--- config.mk ---
export PLATFORM = sky130hd
export DESIGN_NAME = alu_operand_loader
export DESIGN_NICKNAME = d
export VERILOG_FILES = /design/src/rtl/alu_pkg.sv /design/src/rtl/alu_operand_loader_byte_shift_loader.sv /design/src/rtl/alu_operand_loader.sv
export SDC_FILE = /design/constraint.sdc
export NUM_CORES = 1
export LEC_CHECK = 0
export BUFFER_PORTS_ARGS = -buffer_cell sky130_fd_sc_hd__buf_2
export CAP_MARGIN = 10
export CORE_UTILIZATION = 49
export DETAILED_ROUTE_END_ITERATION = 16
export PLACE_DENSITY = 0.91
export SLEW_MARGIN = 15
export SYNTH_ARGS = -nofsm -noshare
export SYNTH_HDL_FRONTEND = slang
export SYNTH_SLANG_ARGS = --single-unit
--- constraint.sdc ---
create_clock -name clk -period 2.1 [get_ports clk]
set_input_delay 0.42 -clock clk [delete_from_list [all_inputs] [get_ports clk]]
set_output_delay 0.42 -clock clk [all_outputs]
set_load 0.005 [all_outputs]
--- src/rtl/alu_pkg.sv ---
// Shared definitions for the ALU operand sequencers (XOR, AND, OR, ADD).
//   ALU_WIDTH      : default datapath width of the combinational ALU units
//   BYTES_PER_WORD : number of byte lanes in one ALU_WIDTH operand
//   state_t        : sequencer states, operand load through result hold
//   cnt_width()    : width of a byte-lane counter for a given lane count
package alu_pkg;

  localparam int unsigned ALU_WIDTH      = 32;
  localparam int unsigned BYTES_PER_WORD = ALU_WIDTH / 8;

  typedef enum logic [1:0] {
    LOAD_A,
    LOAD_B,
    SETTLE,
    HOLD
  } state_t;

  // A single-lane word still needs a 1-bit counter to form a legal vector.
  function automatic int unsigned cnt_width(input int unsigned lanes);
    return (lanes > 1) ? $clog2(lanes) : 1;
  endfunction

endpackage

--- src/rtl/alu_operand_loader_byte_shift_loader.sv ---
// Byte-lane operand register for one ALU operand.
//   clk, rst : clock and synchronous active-high reset (clears word and counter)
//   en       : write data into the lane selected by the internal counter
//   data     : byte to write
//   word     : assembled operand, lanes filled little-endian
//   last     : the counter points at the top lane (next write completes the word)
//   partial  : at least one lane of the current word has been written
module byte_shift_loader
  import alu_pkg::*;
#(
  parameter int unsigned WIDTH = ALU_WIDTH
) (
  input  logic             clk,
  input  logic             rst,
  input  logic             en,
  input  logic [7:0]       data,
  output logic [WIDTH-1:0] word,
  output logic             last,
  output logic             partial
);

  localparam int unsigned NBYTES = WIDTH / 8;
  localparam int unsigned CW     = cnt_width(NBYTES);

  logic [CW-1:0] cnt;

  assign last    = (cnt == CW'(NBYTES - 1));
  assign partial = (cnt != '0);

  // Lanes not yet rewritten keep the previous transaction's bytes.
  always_ff @(posedge clk) begin
    if (rst) begin
      word <= '0;
      cnt  <= '0;
    end else if (en) begin
      for (int unsigned i = 0; i < NBYTES; i++) begin
        if (cnt == CW'(i)) begin
          word[i*8 +: 8] <= data;
        end
      end
      // Explicit clear after the top lane so non-power-of-two lane counts work.
      cnt <= last ? '0 : cnt + 1'b1;
    end
  end

endmodule

--- src/rtl/alu_operand_loader.sv ---
// Clocked front end for the 32-bit combinational XOR unit.
// Collects operand A then operand B as little-endian bytes from a valid/ready
// stream, drives them on registered outputs, waits SETTLE_CYCLES for the XOR
// unit, then holds the captured result on a valid/ready output.
//   clk, rst             : clock, synchronous active-high reset
//   in_valid/in_ready    : byte stream handshake, in_data carries the byte
//   op_a, op_b           : registered operands into the XOR unit
//   alu_result           : combinational XOR output (op_a ^ op_b)
//   res_valid/res_ready  : result handshake, res_data carries the result
//   busy                 : transaction in progress (not idle in LOAD_A)
module alu_operand_loader
  import alu_pkg::*;
#(
  parameter int unsigned WIDTH         = ALU_WIDTH,
  parameter int unsigned SETTLE_CYCLES = 1
) (
  input  logic             clk,
  input  logic             rst,
  input  logic             in_valid,
  input  logic [7:0]       in_data,
  output logic             in_ready,
  output logic [WIDTH-1:0] op_a,
  output logic [WIDTH-1:0] op_b,
  input  logic [WIDTH-1:0] alu_result,
  output logic             res_valid,
  input  logic             res_ready,
  output logic [WIDTH-1:0] res_data,
  output logic             busy
);

  localparam int unsigned SW = (SETTLE_CYCLES > 0) ? $clog2(SETTLE_CYCLES + 1) : 1;

  if ((WIDTH == 0) || (WIDTH % 8 != 0)) begin : g_bad_width
    $error("alu_operand_loader: WIDTH must be a non-zero multiple of 8");
  end
  if (SETTLE_CYCLES < 1) begin : g_bad_settle
    $error("alu_operand_loader: SETTLE_CYCLES must be at least 1");
  end

  state_t        state, state_nx;
  logic [SW-1:0] settle_cnt, settle_nx;
  logic          a_en, b_en;
  logic          a_last, b_last;
  logic          a_partial, b_partial;
  logic          capture, handoff;

  assign in_ready = (state == LOAD_A) || (state == LOAD_B);
  assign a_en     = (state == LOAD_A) && in_valid;
  assign b_en     = (state == LOAD_B) && in_valid;
  // b_partial is always clear in LOAD_A, so only a_partial matters there.
  assign busy     = (state != LOAD_A) || a_partial || b_partial;

  byte_shift_loader #(.WIDTH(WIDTH)) u_load_a (
    .clk     (clk),
    .rst     (rst),
    .en      (a_en),
    .data    (in_data),
    .word    (op_a),
    .last    (a_last),
    .partial (a_partial)
  );

  byte_shift_loader #(.WIDTH(WIDTH)) u_load_b (
    .clk     (clk),
    .rst     (rst),
    .en      (b_en),
    .data    (in_data),
    .word    (op_b),
    .last    (b_last),
    .partial (b_partial)
  );

  always_comb begin
    state_nx  = state;
    settle_nx = settle_cnt;
    capture   = 1'b0;
    handoff   = 1'b0;
    unique case (state)
      LOAD_A: begin
        if (a_en && a_last) begin
          state_nx = LOAD_B;
        end
      end
      LOAD_B: begin
        if (b_en && b_last) begin
          state_nx  = SETTLE;
          settle_nx = SW'(SETTLE_CYCLES);
        end
      end
      SETTLE: begin
        // Capture on the edge where the count reaches 1, giving exactly
        // SETTLE_CYCLES edges from the last B byte to res_valid.
        if (settle_cnt == SW'(1)) begin
          capture   = 1'b1;
          state_nx  = HOLD;
          settle_nx = '0;
        end else begin
          settle_nx = settle_cnt - 1'b1;
        end
      end
      HOLD: begin
        if (res_ready) begin
          handoff  = 1'b1;
          state_nx = LOAD_A;
        end
      end
      default: begin
        state_nx  = LOAD_A;
        settle_nx = '0;
      end
    endcase
  end

  always_ff @(posedge clk) begin
    if (rst) begin
      state      <= LOAD_A;
      settle_cnt <= '0;
      res_valid  <= 1'b0;
      res_data   <= '0;
    end else begin
      state      <= state_nx;
      settle_cnt <= settle_nx;
      if (capture) begin
        res_data  <= alu_result;
        res_valid <= 1'b1;
      end else if (handoff) begin
        res_valid <= 1'b0;
      end
    end
  end

endmodule

-- Yosys cells after proc, flatten, opt, wreduce, memory -nomap -nowiden
Index checks and enable logic that the tools add are counted.
- register bits: 104
- bits of input ports: 44
- output and inout port bits: 99
- logic and storage cells: 71
- $add $sub $neg: 3
- equality and inequality tests: 13
- multiplexer cells: 16
- reductions and logical operators: 25
- operators with widths (operator ; count):
    $reduce_and 2->1 ; 9
    $eq 2x2->1 const B ; 6
    $mux 2 ; 6
    $reduce_bool 2->1 ; 5
    $mux 1 ; 8
    $pmux 2 s4 ; 1
    $eq 2x1->1 const B ; 3
    $logic_not 2->1 ; 3
    $add 2x1->2 const B ; 2
    $logic_and 1x1->1 ; 4
    $ne 2x1->1 const B ; 2
    $ne 2x2->1 const B ; 2
    $reduce_and 4->1 ; 1
    $logic_or 1x1->1 ; 3
    $pmux 1 s2 ; 1
    $sub 1x1->1 const B ; 1

-- Logic depth before layout (Yosys ltp)
- depth in word-level cells: 5
- depth in mapped cells: 7
- gate-level depth less buffers: 5

-- Hierarchy
From an unflattened synthesis, not the netlist that was laid out.
- cells, all modules: 438
- area total of the unflattened synthesis: 4265.3 um^2
- by module, submodules not included (module ; times used ; cells each ; area each (um^2) ; sequential area each (um^2)):
    byte_shift_loader ; 2 ; 131 ; 1425.1 ; 680.7
    alu_operand_loader ; 1 ; 176 ; 1415.1 ; 720.7

-- Worst setup path before layout
OpenSTA, ideal clock, no wires.
- path type: register -> register
- start point: register state[1]
- end point: register state[0]
- setup time: 0.079 ns
- data arrival time: 1.466 ns
- setup slack: 0.554 ns
- cell stages (with the launch flop): 7
- path buffers: 1
- period minus slack after synthesis: 1.546 ns
- path through: dfxtp_1 > inv_1 > ha_1 > buf_6 > a21boi_4 > o41a_1 > a211oi_2
- cells in the longest elaborated chain, start to end: 5
- elaborated cells on any way between the ends: 14
- ends and longest elaborated chain (item ; RTL line ; source):
    from (decl) ; alu_operand_loader.sv:40 ; state_t state, state_nx;
    from (signal assigned) ; alu_operand_loader.sv:121 ; state <= state_nx;
    $eq 2x1->1 or $logic_not 2->1 (tied branches) ; alu_operand_loader.sv:49, alu_operand_loader.sv:78, alu_operand_loader.sv:48 ;
    $logic_and 1x1->1 (on tied branches) ; alu_operand_loader.sv:49, alu_operand_loader.sv:48 ;
    $logic_and 1x1->1 (on tied branches) ; alu_operand_loader.sv:85, alu_operand_loader.sv:80 ;
    $ne 2x1->1 (no line) ; -- ;
    $reduce_and 4->1 (no line) ; -- ;
Parallel ways exist; a longest one is shown, timed or not.
A chain may end at the register's enable or synchronous reset.

-- Worst setup path after layout
- start point: register state[0]
- end point: output in_ready
- cells in the longest elaborated chain, start to end: 2
- elaborated cells on any way between the ends: 3
- ends and longest elaborated chain (item ; RTL line ; source):
    $eq 2x1->1 or $logic_not 2->1 (tied branches) ; alu_operand_loader.sv:47 ; assign in_ready = (state == LOAD_A) || (state == LOAD_B);
    $logic_or 1x1->1 * ; alu_operand_loader.sv:47 ;
    to (decl) ; alu_operand_loader.sv:21 ; output logic in_ready,
Mark *: on every way between the ends. The rest lies on a longest branch, timed or not.

==> impl_metrics.ini <==
[sta]
min_period_ns = 1.96
slew_violations = 0
clock.fmax_mhz = 510
min_period_over_period_pct = 93.4
relSlewSlack_pct = 66.9
rsz0062_at_grt = false
tightest_slew_ns = 0.494
hold_viol_final = 0
clock_skew_ns = 0.0151
finalSetupViolCount = 0
setup_tns_ns = 0

[place]
place_inst = 647
port-buffer-count = 142
placedInstanceArea_um2 = 4720
hpwl_um = 6940
place.gp.congestion = 0.786

[worst_setup_path]
crit_path_start_kind = register
worstSetupEndpointType = primary output
critical_path_required_ns = 1.68
critical_path.max_fanout = 9
crit_type = reg2out
cp.arrival_ns = 1.54

[synthesis]
syn_nets = 488
synth_top_cell_area_share_pct = 52.2
yosysSeqAreaShare_pct = 52.2
syn_area_per_cell_um2 = 9.25
synth_cell_types = 25
ys_top_cells_by_area = dfxtp_1, mux2i_1, nand2_1
synth.ff_latch_count = 104
synth_cells = 431
ys_warn_count = 0
synth.largest_area_cell = dfxtp_1
synthesis.area_um2 = 3990

[die]
die_h_um = 92.2
die_x_um = 92.2
die-area_um2 = 8500
num_rows = 32
io_pins = 143
start_util_pct = 51.0
coreArea_um2 = 7810

[routing]
vias = 3386
initialDrtViolationCount = 141
wirelength_um = 9580
drtPass1Iterations = 4
vias_per_cell = 5.11
post-route-drc-count = 0
drtAntennaViolNets = 0
wire_per_inst_um = 14.4

[layout]
fin_cells = 663
antenna_cells = 0
stdcell_area_um2 = 4920
syn2layout_area_growth_pct = 23.5
nets = 613
n_fill_cell = 657
drive_gt1_share_pct = 31.0

[clock_network]
cts_sinks = 104
cts.path.max_buffers = 2
cts_buffers = 9
ctsHoldBuffers = 0
post_cts_buffers = 0
cts_max_level = 3
cts_tree = done
path_clk_slew_ns = 0.10
cts_root_buf = clkbuf_8
clock_latency_ns = 0.37

[grt]
groute.usage.overall_pct = 22.9
overflow = 0
grt_pass1_vias = 3300
grt_first_pass_wirelength_um = 15300
antenna_found_initial = 0
grt_max_degree = 51

[job]
cap_violations = 0

[power_and_ir_drop]
p_leak_nw = 2.58
ir_drop_v = 0.000369
p_per_area_nw_per_um2 = 841
power_mw = 4.14

[run_status]
status = finished, final reports clean

[worst_hold_path]
hold_path_class = in2reg
[state kept, by name, indices dropped and copies added, names as in the netlist]
register,cells
res_data,32
res_valid,1
settle_cnt,1
state,2
u_load_a.cnt,2
u_load_a.word,32
u_load_b.cnt,2
u_load_b.word,32
[where the power goes]
| part | total [mW] | switching, mW | internal, mW |
|---|---|---|---|
| logic | 0.788 | 0.426 | 0.361 |
| clock network | 1.22 | 0.726 | 0.495 |
| registers | 2.13 | 0.0654 | 2.07 |
| total | 4.14 | 1.22 | 2.92 |
[final cells by class]
class | instances | area [um2] | area share (%)
clock buffers | 10 | 138 | 2.80
clock inverters | 6 | 58.8 | 1.19
inverters | 6 | 22.5 | 0.457
multi-input cells | 289 | 1740 | 35.3
flip-flops and latches | 104 | 2080 | 42.3
well taps | 102 | 128 | 2.59
repair buffers | 146 | 756 | 15.3
[per-stage QoR]
stage	setup WS (ns)	utilization, %	hold WS [ns]
3_5_place_dp	0.325	60.5	0.446
2_1_floorplan	0.554	-	0.453
3_3_place_gp	0.487	60.5	0.439
6_report	0.138	63.1	0.281
4_1_cts	0.0208	63.0	0.263
5_1_grt	0.0442	63.1	0.263
[critical path: stages (launching register included)]
cell     delay [ns]
dfxtp_1        0.38
inv_1          0.10
ha_2           0.27
or2_2          0.31
buf_2          0.13
[kinds of logic after synthesis]
group / Yosys count / share of synthesized area (%)
AND/OR/NAND/NOR: 169 / 17.7
AO/OA/AOI/OAI: 48 / 6.88
buffers and inverters: 38 / 4.24
flip-flops: 104 / 52.2
adder cells (fa/ha/maj): 13 / 4.08
multiplexers: 59 / 14.8
[cells in the final DEF, fill, tap and decap left out, drive strengths merged, types with 2 or more instances in the layout]
cell type  instances
mux2i             59
nor2b              3
buf              146
nand3             11
ha                13
nand2b             2
inv               10
a21boi             2
clkbuf            10
dfxtp            104
a21oi             43
nand2             86
nor2              63
[worst paths after layout]
check,startpoint,end,slack (ns),cells after the start
max reg2reg,state[0],state[0],0.39,5
min reg2reg,res_data[6],res_data[6],0.46,2
max,state[0],in_ready,0.14,4
min,alu_result[9],res_data[9],0.28,3
[routing by layer]
| metal | global-route usage (%) | up-vias | wire length [um] |
|---|---|---|---|
| met5 | 0 | - | 0 |
| met4 | 7.68 | 0 | 174 |
| met3 | 6.63 | 17 | 651 |
| met2 | 40.2 | 129 | 4640 |
| met1 | 26.6 | 1597 | 4110 |
| li1 | - | 1643 | - |
[cell usage after synthesis]
cell type  instances
and2_1             1
or2_2              1
buf_2              6
inv_1              6
buf_4              1
nor4_2             1
and3_1             1
nor2b_1            3
a21boi_4           1
nand3_1            5
nand3_2            6
ha_1              13
a21boi_1           1
nand2_1           86
buf_6              2
o41a_1             1
a21oi_1           43
o32ai_1            1
nor2_1            63
a211oi_2           1
clkbuf_1          17
mux2i_1           59
nand2b_1           2
buf_1              6
dfxtp_1          104
[timing repair]
action | 4_1_cts | 5_1_grt
hold endpoints to repair | 0 | 0
resized for setup | 0 | 2
endpoints found under the setup margin | 0 | 1
Power figures use the tool's default switching activity.
